==> src/rtl/wishbone_classic_controller.sv <==
// Wishbone classic single-transfer master: one command at a time,
// retry with one-cycle backoff, strobe timeout, registered outputs.
module wishbone_classic_controller #(
    parameter int ADDR_WIDTH     = 32,
    parameter int DATA_WIDTH     = 32,
    parameter int TIMEOUT_CYCLES = 16,
    parameter int MAX_RETRIES    = 3
) (
    input  logic                    clk_i,
    input  logic                    rst_ni,
    input  logic                    req_valid_i,
    output logic                    req_ready_o,
    input  logic                    req_we_i,
    input  logic [ADDR_WIDTH-1:0]   req_addr_i,
    input  logic [DATA_WIDTH-1:0]   req_wdata_i,
    input  logic [DATA_WIDTH/8-1:0] req_sel_i,
    output logic                    rsp_valid_o,
    output logic [DATA_WIDTH-1:0]   rsp_rdata_o,
    output logic [1:0]              rsp_status_o,
    output logic                    wb_cyc_o,
    output logic                    wb_stb_o,
    output logic                    wb_we_o,
    output logic [ADDR_WIDTH-1:0]   wb_adr_o,
    output logic [DATA_WIDTH-1:0]   wb_dat_o,
    output logic [DATA_WIDTH/8-1:0] wb_sel_o,
    input  logic [DATA_WIDTH-1:0]   wb_dat_i,
    input  logic                    wb_ack_i,
    input  logic                    wb_err_i,
    input  logic                    wb_rty_i
);

    localparam int SW = DATA_WIDTH / 8;
    localparam int CW = $clog2(TIMEOUT_CYCLES + 1);
    localparam int RW = (MAX_RETRIES > 0) ? $clog2(MAX_RETRIES + 1) : 1;
    localparam logic [CW-1:0] TMAX = CW'(TIMEOUT_CYCLES);
    localparam logic [RW-1:0] RMAX = RW'(MAX_RETRIES);

    typedef enum logic [1:0] {
        IDLE,
        ACTIVE,
        BACKOFF
    } state_t;

    typedef enum logic [1:0] {
        ST_OK  = 2'b00,
        ST_ERR = 2'b01,
        ST_RTY = 2'b10,
        ST_TMO = 2'b11
    } status_t;

    state_t                state, state_n;
    logic [CW-1:0]         tcnt, tcnt_n, tcnt_inc;
    logic [RW-1:0]         rcnt, rcnt_n;
    logic                  ready_n;
    logic                  cyc_n;
    logic                  we_n;
    logic [ADDR_WIDTH-1:0] adr_n;
    logic [DATA_WIDTH-1:0] dat_n;
    logic [SW-1:0]         sel_n;
    logic                  rsp_valid_n;
    logic [DATA_WIDTH-1:0] rdata_n;
    logic [1:0]            status_n;

    assign tcnt_inc = tcnt + CW'(1);

    always_comb begin
        state_n     = state;
        tcnt_n      = tcnt;
        rcnt_n      = rcnt;
        we_n        = wb_we_o;
        adr_n       = wb_adr_o;
        dat_n       = wb_dat_o;
        sel_n       = wb_sel_o;
        rsp_valid_n = 1'b0;
        rdata_n     = rsp_rdata_o;
        status_n    = rsp_status_o;
        unique case (state)
            IDLE: begin
                // ready is low for one cycle after reset release
                if (req_ready_o && req_valid_i) begin
                    we_n    = req_we_i;
                    adr_n   = req_addr_i;
                    dat_n   = req_wdata_i;
                    sel_n   = req_sel_i;
                    tcnt_n  = '0;
                    rcnt_n  = '0;
                    state_n = ACTIVE;
                end
            end
            ACTIVE: begin
                if (wb_err_i) begin
                    state_n     = IDLE;
                    rsp_valid_n = 1'b1;
                    status_n    = ST_ERR;
                    rdata_n     = '0;
                end else if (wb_ack_i) begin
                    state_n     = IDLE;
                    rsp_valid_n = 1'b1;
                    status_n    = ST_OK;
                    rdata_n     = wb_we_o ? '0 : wb_dat_i;
                end else if (wb_rty_i) begin
                    if (rcnt == RMAX) begin
                        state_n     = IDLE;
                        rsp_valid_n = 1'b1;
                        status_n    = ST_RTY;
                        rdata_n     = '0;
                    end else begin
                        rcnt_n  = rcnt + RW'(1);
                        tcnt_n  = '0;
                        state_n = BACKOFF;
                    end
                end else if (tcnt_inc == TMAX) begin
                    tcnt_n      = tcnt_inc;
                    state_n     = IDLE;
                    rsp_valid_n = 1'b1;
                    status_n    = ST_TMO;
                    rdata_n     = '0;
                end else begin
                    tcnt_n = tcnt_inc;
                end
            end
            BACKOFF: begin
                state_n = ACTIVE;
            end
            default: begin
                state_n = IDLE;
            end
        endcase
        cyc_n   = (state_n == ACTIVE);
        ready_n = (state_n == IDLE);
    end

    always_ff @(posedge clk_i or negedge rst_ni) begin
        if (!rst_ni) begin
            state        <= IDLE;
            tcnt         <= '0;
            rcnt         <= '0;
            req_ready_o  <= 1'b0;
            wb_cyc_o     <= 1'b0;
            wb_stb_o     <= 1'b0;
            wb_we_o      <= 1'b0;
            wb_adr_o     <= '0;
            wb_dat_o     <= '0;
            wb_sel_o     <= '0;
            rsp_valid_o  <= 1'b0;
            rsp_rdata_o  <= '0;
            rsp_status_o <= 2'b00;
        end else begin
            state        <= state_n;
            tcnt         <= tcnt_n;
            rcnt         <= rcnt_n;
            req_ready_o  <= ready_n;
            wb_cyc_o     <= cyc_n;
            wb_stb_o     <= cyc_n;
            wb_we_o      <= we_n;
            wb_adr_o     <= adr_n;
            wb_dat_o     <= dat_n;
            wb_sel_o     <= sel_n;
            rsp_valid_o  <= rsp_valid_n;
            rsp_rdata_o  <= rdata_n;
            rsp_status_o <= status_n;
        end
    end

endmodule

==> config.mk <==
export PLATFORM = sky130hd
export DESIGN_NAME = wishbone_classic_controller
export DESIGN_NICKNAME = d
export VERILOG_FILES = /design/src/rtl/wishbone_classic_controller.sv
export SDC_FILE = /design/constraint.sdc
export NUM_CORES = 1
export LEC_CHECK = 0
export CORE_MARGIN = 8
export CORE_UTILIZATION = 46
export CTS_BUF_LIST = sky130_fd_sc_hd__clkbuf_4 sky130_fd_sc_hd__clkbuf_8
export CTS_CLUSTER_SIZE = 25
export DETAILED_ROUTE_END_ITERATION = 16
export PLACE_DENSITY = 0.87
export SLEW_MARGIN = 20
export SYNTH_ARGS = -nofsm -noshare
export SYNTH_HDL_FRONTEND = slang
export SYNTH_SLANG_ARGS = --single-unit
==> constraint.sdc <==
create_clock -name clk_i -period 3.3 [get_ports clk_i]
set_clock_uncertainty 0.05 [all_clocks]
set_input_delay 0.825 -clock clk_i [delete_from_list [all_inputs] [get_ports clk_i]]
set_output_delay 0.825 -clock clk_i [all_outputs]
set_load 0.02 [all_outputs]
==> results of run 1 <==
==> synthesized netlist by cell type, types with 2 or more instances <==
cell type	count	area (um^2)
nor3b_2	2	25.0
nor2_2	2	12.5
a21oi_1	3	15.0
a31o_2	2	17.5
and2_1	4	25.0
buf_2	9	45.0
a31oi_1	2	12.5
mux2i_1	33	330
nor2_1	7	26.3
dfrtp_1	115	2880
ha_1	2	25.0
mux2_1	69	777
nand3_1	3	15.0
nand2b_1	4	25.0
o21ai_1	7	35.0
clkbuf_1	3	11.3
buf_12	3	60.1
nand2_1	40	150
o31ai_1	2	15.0
inv_1	33	124
==> power breakdown <==
part	switching (uW)	internal, uW	leakage, uW
sequential	263	1910	0.00143
clock	561	796	0.000204
combinational	1250	1310	0.00160
total	2080	4020	0.00323
==> cells by family after synthesis <==
kind of cell	share of synthesized area
flip-flops	0.610
AND/OR/NAND/NOR	0.0686
adder cells (fa/ha/maj)	0.00530
multiplexers	0.237
buffers and inverters	0.0557
AO/OA/AOI/OAI	0.0239
==> sequential cells by signal (all words and copies together) (netlist names) <==
name,flops
req_ready_o,1
wb_stb_o,1
wb_dat_o,32
rcnt,2
rsp_valid_o,1
wb_sel_o,4
state,2
wb_we_o,1
rsp_rdata_o,32
wb_adr_o,32
tcnt,5
rsp_status_o,2
==> final timing paths <==
path / slack [ps] / depth (start not counted) / endpoint
max: 950 / 1 / wb_we_o
max reg2reg: 1430 / 6 / rsp_rdata_o[15]
min in group asynchronous: 450 / 1 / wb_adr_o[11]
max in group asynchronous: 2000 / 2 / wb_adr_o[16]
min reg2reg: 430 / 1 / wb_adr_o[23]
min: 430 / 1 / wb_adr_o[23]
==> routing by layer <==
metal | wire length [um] | track usage | vias to the layer above
li1 | - | - | 1624
met1 | 5020 | 0.205 | 1669
met2 | 6150 | 0.306 | 125
met3 | 968 | 0.0767 | 6
met4 | 53 | 0.0414 | 0
met5 | 0 | 0 | -
==> worst reg2reg max path: cells and delay by family, from the launching register on <==
kind | cells | cell delay (ps)
mux | 1 | 260
flops | 1 | 400
simple gates | 2 | 340
buf+inv | 1 | 260
compound gates | 1 | 210
fa+ha+maj | 1 | 250
==> layout make-up <==
class	instances	area share
flip-flops and latches	115	0.388
repair buffers	218	0.297
multi-input cells	189	0.218
clock buffers	20	0.0362
well taps	136	0.0229
clock inverters	12	0.0211
inverters	34	0.0172
==> per-stage QoR <==
stage	setup slack, ps	cell area, um^2
floorplan	1340	4720
global placement	693	7000
detailed placement	581	7000
CTS	910	7420
global route	823	7420
finish	955	7420
==> impl_metrics.toml, run 1 <==
[floorplan]
start_util = 0.466
dieArea_um2 = 13800
die_h_um = 117
row_count = 37
die_w_um = 117
core_area_um2 = 10100
io_pins = 214

[drt]
antenna_left = 0
drtIter0Drc = 145
drtPass1Iterations = 4
vias = 3424
wl_per_cell_um = 16.8
wirelength_um = 12200
drc_errors = 0
drt-vias-per-instance = 4.73

[placed_design]
port_buffers = 213
globalplace.congestion = 0.799
place_hpwl_um = 9340
dp.cells = 692

[final_layout]
final_nets = 684
area.growth.synth_to_final_pct = 57.2
instances_no_fill = 724
utilization = 0.732
final_common_cell = "clkdlybuf4s50_1"
seqCellArea_um2 = 2880
drive_gt1_frac = 0.0833
final_cell_mix = "clkdlybuf4s50_1, dfrtp_1, mux2_1, nand2_1"
num-fill-cells = 695
n_antenna_cell = 0
multi_input_area_um2 = 1620

[synth]
syn_inst = 355
ys.flop_type = "dfrtp_1"
synth_edf_count = 0
ys_seq_area_frac = 0.610
synth_area_um2 = 4720
synth_warnings = 0
synthArstFlopShare = 1.00
synth-seq-cells = 115
synth.avg_cell_area_um2 = 13.3
synth_cell_type_count = 30
syn-num-nets = 464

[global_routing]
grt_pass1_wl_um = 20100
grt_start_max_net_pins = 64
grt_pass1_vias = 3858
gr-total-overflow = 0
track_usage = 0.180
grt_antenna_before_repair = 0

[worst_setup_path]
critical_path.max_stage_delay_ps = 640
worstPathCellList = "clkdlybuf4s50_1"
reg2reg_from = "rcnt[0]"
crit_slowest_cell = "clkdlybuf4s50_1"
crit_family = "buffers and inverters"
path_buf_inv = 1
crit_fanout = 3
arrival_ps = 1470
end_kind = "output pin"
path_class = "register to output pin"
cp.required_ps = 2420
cp-start-kind = "register"
startpoint = "wb_we_o"

[cts]
cts_tree = "built"
cts.clk_slew.worst_paths_ps = 70
cts_resized = 0
cts_max_level = 4
cts_buffer_depth = 2
hold_buffers = 0
numCtsBuffers = 17
postCtsSetupRepairBufs = 0
cts_num_sinks = 115
clock_latency_ps = 410
cts-root-buf = "clkbuf_8"

[run]
maxCapViolations = 0

[power_and_ir_drop]
max-vdd-ir-drop_v = 0.000511
power_density_nw_per_um2 = 822
power.total_uw = 6100
p_leak_uw = 0.00323

[sta]
maxSlewHeadroom = 0.462
worst_hold_slack_ps = 432
hold_viol_final = 0
rsz0062_at_grt = "false"
fin_crit_ps = 2350
setup_tns_ps = 0
period_share = 0.711
worst_slew_pin_slew_ps = 807
slew_viol_final = 0
setup_violations = 0
fmax_ghz = 0.426

[hold_path]
hp-class = "register to register"
min-delay-start = "wb_adr_o[23]"

[status]
outcome = "complete, no violations"
Power figures use the tool's default switching activity.
==> run 2, diff against run 1 <==
- CORE_UTILIZATION: 46 -> 39
- PLACE_DENSITY: 0.87 -> 0.79
- clock period: 3.3 -> 2.15 ns (I/O delays scaled with it)
==> run 2 against run 1 <==
Non-clock buffer count is 20 higher. First-iteration DRC count up 48%. Register-to-register slack worse by 1200 ps. Total power grew 58%. Worst hold slack better by 1.1 ps. Sequential share of layout area shrank 1.1 points. Critical path depth unchanged. Combinational power grew 59%. Via count up 3.7%. Final cell count is 4.0% higher. Global-route usage fell by 1.1 points. Cell area increased by 3.0%. Critical endpoint unchanged. Highest routed layer unchanged.
==> impl_metrics.toml, run 2 (synthesis gave the netlist of run 1 again) <==
[status]
outcome = "complete, no violations"

[hold_path]
hp-class = "register to register"
min-delay-start = "wb_adr_o[6]"
min_to = "wb_adr_o[6]"
whs_path_depth = 1

[drt]
vias = 3552
antenna_left = 0
drtIter0Drc = 215
wl_per_cell_um = 17.5
drc_errors = 0
drt-vias-per-instance = 4.72
drtPass1Iterations = 4
wirelength_um = 13200

[placed_design]
place_hpwl_um = 10300
port_buffers = 213
globalplace.congestion = 0.814
dp_slack_ps = -170
placement.cell_area_um2 = 7200

[power_and_ir_drop]
p_leak_uw = 0.00335
power.total_uw = 9620
power.internal_uw = 6400
p_clk_frac = 0.227
swShare = 0.335
seq_power_share = 0.349
power_density_nw_per_um2 = 1260
max-vdd-ir-drop_v = 0.000566
netSwitchingPower_uw = 3230
p_comb_frac = 0.425

[sta]
rsz0062_at_grt = "false"
setup_violations = 0
hold_viol_final = 0
worst_slew_pin_slew_ps = 475
fin_crit_ps = 2050
period_share = 0.952
fmax_ghz = 0.489
setup_ws_ps = 103
slew_viol_final = 0
maxSlewHeadroom = 0.682
setup_tns_ps = 0

[cts]
cts_resized = 0
numCtsBuffers = 17
hold_buffers = 1
cts_tree = "built"
clock_latency_ps = 410
cts-root-buf = "clkbuf_8"
cts.clk_slew.worst_paths_ps = 70
cts_max_level = 4
cts_num_sinks = 115
cts_buffer_depth = 2
postCtsSetupRepairBufs = 0

[final_layout]
final_cell_mix = "clkdlybuf4s50_1, dfrtp_1, mux2_1, nand2_1"
n_antenna_cell = 0
num-fill-cells = 926
utilization = 0.642
top_regs = "rsp_rdata_o x32, wb_adr_o x32, wb_dat_o x32"
drive_gt1_frac = 0.109
area.growth.synth_to_final_pct = 61.9
fin_area_um2 = 7640
final_nets = 704
final_common_cell = "clkdlybuf4s50_1"

[global_routing]
grt_start_max_net_pins = 67
grt_pass1_vias = 4019
gr-total-overflow = 0
track_usage = 0.169
grt_antenna_before_repair = 0
grt_pass1_wl_um = 21100

[run]
maxCapViolations = 0

[worst_setup_path]
arrival_ps = 1460
cp-start-kind = "register"
worstPathCellList = "clkdlybuf4s50_1"
cp.required_ps = 1560
end_kind = "output pin"
critical_path.max_stage_delay_ps = 630
crit_slowest_cell = "clkdlybuf4s50_1"
rrSetupSlack_ps = 240
crit_family = "buffers and inverters"
crit_fanout = 3
r2r_cells = 6
path_class = "register to output pin"
reg2reg_from = "rcnt[0]"
path_buf_inv = 1
worst_r2r_endpoint = "rsp_rdata_o[14]"

[floorplan]
die_w_um = 126
die_h_um = 126
io_pins = 214
core_area_um2 = 11900
start_util = 0.396
row_count = 40
dieArea_um2 = 15900
run 2: power by group through the flow:
stage | clock (uW) | sequential, uW | combinational (uW)
2_1_floorplan | 0 | 4290 | 953
3_3_place_gp | 0 | 3360 | 4050
3_5_place_dp | 0 | 3410 | 4150
4_1_cts | 2240 | 3370 | 4160
5_1_grt | 2330 | 3470 | 4330
6_report | 2180 | 3360 | 4080
run 2: worst max path at each step:
stage	from	to	slack, ps	depth (start not counted)
2_1_floorplan	rcnt[0]	rsp_rdata_o[0]	460	7
3_3_place_gp	wb_ack_i	rsp_rdata_o[4]	-70	6
3_5_place_dp	wb_ack_i	rsp_rdata_o[14]	-170	6
4_1_cts	wb_we_o	wb_we_o	50	1
5_1_grt	wb_we_o	wb_we_o	20	1
6_report	wb_we_o	wb_we_o	100	1
run 2: metrics by stage:
stage,instances,hold WS (ps)
2_1_floorplan,355,192
3_3_place_gp,722,417
3_5_place_dp,722,424
4_1_cts,753,439
5_1_grt,753,450
6_report,753,433
run 2: cell type report:
| cell class | count | area [um^2] | area share |
|---|---|---|---|
| repair buffers | 238 | 2410 | 0.315 |
| flip-flops and latches | 115 | 2880 | 0.376 |
| well taps | 147 | 184 | 0.0241 |
| clock inverters | 9 | 155 | 0.0203 |
| clock buffers | 21 | 277 | 0.0362 |
| inverters | 34 | 128 | 0.0167 |
| multi-input cells | 189 | 1620 | 0.211 |
run 2: layer usage:
layer  up-vias  global-route usage  share of wire
li1       1663                   -              -
met1      1729               0.180           0.39
met2       137               0.292           0.51
met3        23              0.0734          0.080
met4         0              0.0616          0.019
met5         -                   0              0
